## config.mk

```make
export PLATFORM = sky130hd
export DESIGN_NAME = mem_access_resp
export DESIGN_NICKNAME = d
export VERILOG_FILES = /design/src/rtl/mem_access_resp.sv
export SDC_FILE = /design/constraint.sdc
export NUM_CORES = 1
export LEC_CHECK = 0
export CAP_MARGIN = 0
export CORE_MARGIN = 2
export CORE_UTILIZATION = 40
export CTS_CLUSTER_SIZE = 40
export DETAILED_ROUTE_END_ITERATION = 12
export PLACE_DENSITY_LB_ADDON = 0.2
export RECOVER_POWER = 50
export SETUP_SLACK_MARGIN = 0.5
export SLEW_MARGIN = 20
export SYNTH_ARGS = -nofsm -noshare
export SYNTH_HDL_FRONTEND = slang
export SYNTH_SLANG_ARGS = --single-unit
```

## constraint.sdc

```tcl
create_clock -name clock -period 2.4 [get_ports clock]
set_input_delay 0.48 -clock clock [delete_from_list [all_inputs] [get_ports clock]]
set_output_delay 0.48 -clock clock [all_outputs]
set_load 0.005 [all_outputs]
```

## src/rtl/mem_access_resp.sv

```systemverilog
// Data-memory access sequencer: read, read-indirect and write with a fixed memory latency.
// Optional completed-access counter is enabled by defining MEM_ACCESS_RESP_CNT_EN.
module mem_access_resp #(
    parameter int MEM_LATENCY = 1
) (
    input  logic        clock,
    input  logic        reset,
    input  logic        start,
    input  logic [1:0]  mem_state,
    input  logic [15:0] M_addr,
    input  logic [15:0] M_data,
    input  logic [15:0] Data_dout,
    output logic [15:0] Data_addr,
    output logic [15:0] Data_din,
    output logic        Data_rd,
    output logic        Data_en,
    output logic [15:0] memout,
    output logic        complete_data,
    output logic        busy,
    output logic [15:0] acc_count
);

    // Handshake: start is a one-cycle request honoured only while busy is low; every
    // accepted request (mem_state 0..2) is answered by exactly one complete_data pulse.
    typedef enum logic [2:0] {IDLE, RD_WAIT, IND_WAIT, WR, DONE} state_t;

    // Wait counters count down to zero; the pointer phase carries one extra turnaround cycle.
    localparam logic [3:0] RD_LOAD  = 4'(MEM_LATENCY - 1);
    localparam logic [3:0] IND_LOAD = 4'(MEM_LATENCY);

    state_t      state, state_nxt;
    logic [3:0]  cnt, cnt_nxt;
    logic [15:0] addr_nxt, din_nxt, memout_nxt;
    logic        rd_nxt, en_nxt, done_nxt, busy_nxt;

    always_ff @(posedge clock or posedge reset) begin
        if (reset) begin
            state         <= IDLE;
            cnt           <= '0;
            Data_addr     <= '0;
            Data_din      <= '0;
            Data_rd       <= 1'b1;
            Data_en       <= 1'b0;
            memout        <= '0;
            complete_data <= 1'b0;
            busy          <= 1'b0;
        end else begin
            state         <= state_nxt;
            cnt           <= cnt_nxt;
            Data_addr     <= addr_nxt;
            Data_din      <= din_nxt;
            Data_rd       <= rd_nxt;
            Data_en       <= en_nxt;
            memout        <= memout_nxt;
            complete_data <= done_nxt;
            busy          <= busy_nxt;
        end
    end

    always_comb begin
        state_nxt  = state;
        cnt_nxt    = cnt;
        addr_nxt   = Data_addr;
        din_nxt    = Data_din;
        rd_nxt     = Data_rd;
        en_nxt     = Data_en;
        memout_nxt = memout;
        done_nxt   = 1'b0;

        case (state)
            IDLE: begin
                if (start && (mem_state != 2'd3)) begin
                    addr_nxt = M_addr;
                    din_nxt  = M_data;
                    en_nxt   = 1'b1;
                    rd_nxt   = (mem_state != 2'd2);
                    case (mem_state)
                        2'd0: begin
                            state_nxt = RD_WAIT;
                            cnt_nxt   = RD_LOAD;
                        end
                        2'd1: begin
                            state_nxt = IND_WAIT;
                            cnt_nxt   = IND_LOAD;
                        end
                        default: state_nxt = WR;
                    endcase
                end
            end
            RD_WAIT: begin
                if (cnt == 4'd0) begin
                    memout_nxt = Data_dout;
                    en_nxt     = 1'b0;
                    state_nxt  = DONE;
                end else begin
                    cnt_nxt = cnt - 4'd1;
                end
            end
            IND_WAIT: begin
                // The fetched word becomes the address of the second read; strobe stays up.
                if (cnt == 4'd0) begin
                    addr_nxt  = Data_dout;
                    cnt_nxt   = RD_LOAD;
                    state_nxt = RD_WAIT;
                end else begin
                    cnt_nxt = cnt - 4'd1;
                end
            end
            WR: begin
                en_nxt    = 1'b0;
                state_nxt = DONE;
            end
            DONE: begin
                done_nxt  = 1'b1;
                state_nxt = IDLE;
            end
            default: state_nxt = IDLE;
        endcase

        busy_nxt = (state_nxt != IDLE);
    end

`ifdef MEM_ACCESS_RESP_CNT_EN
    always_ff @(posedge clock or posedge reset) begin
        if (reset) begin
            acc_count <= '0;
        end else if (done_nxt && (acc_count != 16'hFFFF)) begin
            acc_count <= acc_count + 16'd1;
        end
    end
`else
    assign acc_count = '0;
`endif

endmodule

```

==> summary.md <==
| Metric | Value |
|---|---|
| Run status | `completed` |
| Element type at the critical path start | `input port` |
| Power Density | `1280 nW/um^2` |
| Fraction of final layout cells sized beyond drive strength 1 | `12.4%` |
| Data arrival time of the worst path | `2.17 ns` |
| Library cells used by synthesis | `39` |
| Detail-routed via count per cell | `4.76` |
| Count of clock tree sinks | `59` |
| Buffers & Inverters on Critical Path | `1` |
| FF+latch count, synth | `59` |
| Vias in the first global route | `~2100` |
| WP data required | `2.61 ns` |
| Max Clock Skew | `0.00549 ns` |
| FFs w/ async S/R, synth | `100%` |
| Die area | `between 7000 and 8000 sq um` |
| Accumulated negative setup slack | `0 ns` |
| Remaining max-slew budget at the tightest pin | `between 40% and 50%` |
| Cell type of the slowest stage on the worst timing path | `clkdlybuf4s50_1` |
| Static Leak | `about 1.8 nW` |
| Highest attainable clock frequency | `0.509 GHz` |
| Final Hold Viols | `0` |
| Synth Cell Area | `2750 sq um` |
| Warnings from Yosys | `0` |
| Clock latency reported for the late side of the worst-skew pair | `0.32 ns` |
| Cell Chain, Critical Path | `clkdlybuf4s50_1 -> nor4b_4 -> nand2_1 -> mux2_1` |
| RSZ-0062 raised after global routing | `false` |
| Most common cell in the netlist | `nand2_1` |
| DRC errors left | `0` |
| Cell area after placement | `3800 sq um` |
| Least-Margin Pin Slew | `0.788 ns` |
| DR iter-0 viols | `about 110` |
| Post-detailed-routing wire length | `6190 um` |
| H-tree levels | `3` |
| Type of destination of the critical path | `flip-flop` |
| Clock period minus final worst setup slack | `1.96 ns` |
| Maximum number of pins on one net before global-route repair | `60` |
| Row cnt | `30` |
| Clock tree buffer depth | `2` |
| Dominant synthesized flop cell | `dfrtp_1` |
| Half-perimeter wire length after placement | `4230 um` |
| Count of nets after finishing | `420` |
| Die Y | `86.9 um` |
| Max Slew Vio Count | `0` |
| Port Buf Inserts | `between 100 and 150` |
| Overall fraction of global-route tracks in use | `between 10% and 20%` |
| Synth Instances | `255` |
| Sequential area share after synthesis | `53.7%` |
| Register area | `1480 sq um` |
| CTS tree | `built` |
| Number of buffers created by CTS | `9` |
| MaxCap Viol Count | `0` |
| First-pass iteration count of the detailed router | `4` |
| Peak supply drop | `0.000652 V` |
| Worst Hold Class | `flip-flop to flip-flop` |
| Synthesized area per cell | `10.8 sq um` |
| Antenna violations before repair | `0` |
| Finished Cell Area | `4060 sq um` |
| Initial core utilization | `40.9%` |
| Number of enable-type register cells in the synthesized netlist | `0` |
| Routed WL per cell | `13.8 um` |
| Family of cells with the greatest summed delay on the critical path | `simple AND/OR/NAND/NOR gates` |
| Post-CTS Hold Fix Bufs | `0` |
| Number of antenna-violating nets in the routed design | `0` |
| Gp weighted congestion | `0.785` |
| Leading area contributor after synthesis | `dfrtp_1` |
| Maximum fanout along the worst path | `18` |
| Tightest hold margin | `0.469 ns` |
| Slowest Stage Delay on Critical Path | `0.51 ns` |
| Area used by multi-input combinational logic | `around 1100 sq um` |
| Area added between synthesis and finish | `47.8%` |
| Most frequent cells after synthesis | `68 x nand2_1, 58 x dfrtp_1, 19 x buf_4` |
| Area of the core region | `approximately 6700 sq um` |
| Portion of synthesized cell area occupied by the leading cell type | `52.8%` |
| Largest cells by area after synthesis | `dfrtp_1 53%, nand2_1 9.3%, mux2i_1 6.6%` |
| Cell chosen for the clock root | `clkbuf_8` |
| Number of vias in the routed layout | `2141` |
| Clock-pin slew reported for the worst setup and hold paths after clock tree synthesis | `0.07 ns` |
| Number of ports placed on the die boundary | `121` |
| Share of the core filled with cells in the final layout | `60.5%` |
| Die extent in x | `86.9 um` |
| Fill cell instance count of the final layout | `580` |
| Total of endpoints with negative setup slack in the final report | `0` |
| Global-route wire length before repair | `slightly below 10000 um` |
| Worst setup path category | `input port to flip-flop` |
| Fraction of the cycle the final worst path needs | `81.8%` |
| Ant. Diodes | `0` |
| Overflow left after global routing | `0` |
-- what timing repair did --
item / 4_1_cts / 5_1_grt
setup buffers: 3 / 0
setup endpoints to repair: 18 / 2
gates resized for setup: 1 / 2
cloned: 0 / 0
-- layout make-up --
class	count	area share (%)
Sequential cell	59	36.4
Timing Repair Buffer	112	27.6
Multi-Input combinational cell	177	27.0
Clock buffer	11	3.48
Clock inverter	5	2.46
Tap cell	80	2.46
Inverter	6	0.585
-- kinds of logic after synthesis --
logic type | synth area share (%)
buf+inv | 8.83
fa+ha+maj | 0.910
xor+xnor | 0.637
mux | 13.1
simple gates | 15.5
other cells | 0.136
flops | 53.7
compound gates | 7.19
-- state kept, by name (all words and copies together), names as in the netlist --
register,flops
memout,16
state,3
complete_data,1
busy,1
Data_addr,16
Data_din,16
Data_en,1
Data_rd,1
cnt,4
-- metal layers --
metal,part of all wire (%),vias up,GRT usage (%)
li1,-,1039,-
met5,0,-,0
met2,49,77,26.6
met4,1.4,0,7.10
met1,43,1017,22.5
met3,6.8,8,4.45
-- worst min-delay path, stage by stage (launching register included) --
cell     delay [ns]
dfrtp_1        0.34
nand2_1        0.05
nand2_1        0.05
-- power by group --
part	switching (mW)	internal [mW]	leakage, nW	total (mW)
combinational	0.969	1.34	0.968	2.31
sequential	0.290	1.49	0.720	1.78
clock	0.383	0.715	0.123	1.10
total	1.64	3.54	1.81	5.19
-- through the flow --
| step | worst slack [ns] | power [mW] | cells |
|---|---|---|---|
| after CTS | 0.556 | 5.29 | 450 |
| after global placement | 0.320 | 4.07 | 431 |
| after detailed placement | 0.298 | 4.12 | 431 |
| after floorplan | 0.631 | 2.96 | 270 |
| after global routing | 0.338 | 5.58 | 450 |
| final | 0.437 | 5.19 | 450 |
-- cell usage in the layout (no fill, tap or decap), drive strengths merged --
cell type	count
clkdlybuf4s50	84
nand2	69
dfrtp	58
o21ai	24
dlygate4sd3	20
mux2i	18
conb	16
mux2	16
clkbuf	12
buf	7
inv	5
nor2	4
nor3b	4
nand2b	3
bufinv	3
o31ai	2
a21oi	2
nand3	2
ha	2
clkinv	2
a22oi	2
dfstp	1
nor4b	1
nor2b	1
xor2	1
nor4	1
or2b	1
or3b	1
xnor2	1
o32ai	1
and3	1
nor3	1
clkinvlp	1
a31oi	1
o41ai	1
o311ai	1
-- worst paths after layout --
path | from | end | slack [ns] | depth (start not counted)
max in group asynchronous | reset | Data_rd$_DFFE_PP1P_ | 1.37 | 3
max reg2reg | state[1]$_DFF_PP0_ | Data_din[6]$_DFFE_PP0P_ | 0.49 | 3
min reg2reg | memout[13]$_DFFE_PP0P_ | memout[13]$_DFFE_PP0P_ | 0.47 | 2
max | start | Data_din[6]$_DFFE_PP0P_ | 0.44 | 4
min | memout[13]$_DFFE_PP0P_ | memout[13]$_DFFE_PP0P_ | 0.47 | 2
min in group asynchronous | reset | Data_din[15]$_DFFE_PP0P_ | 0.74 | 3
Note: power is estimated with default switching activity, not from simulation.
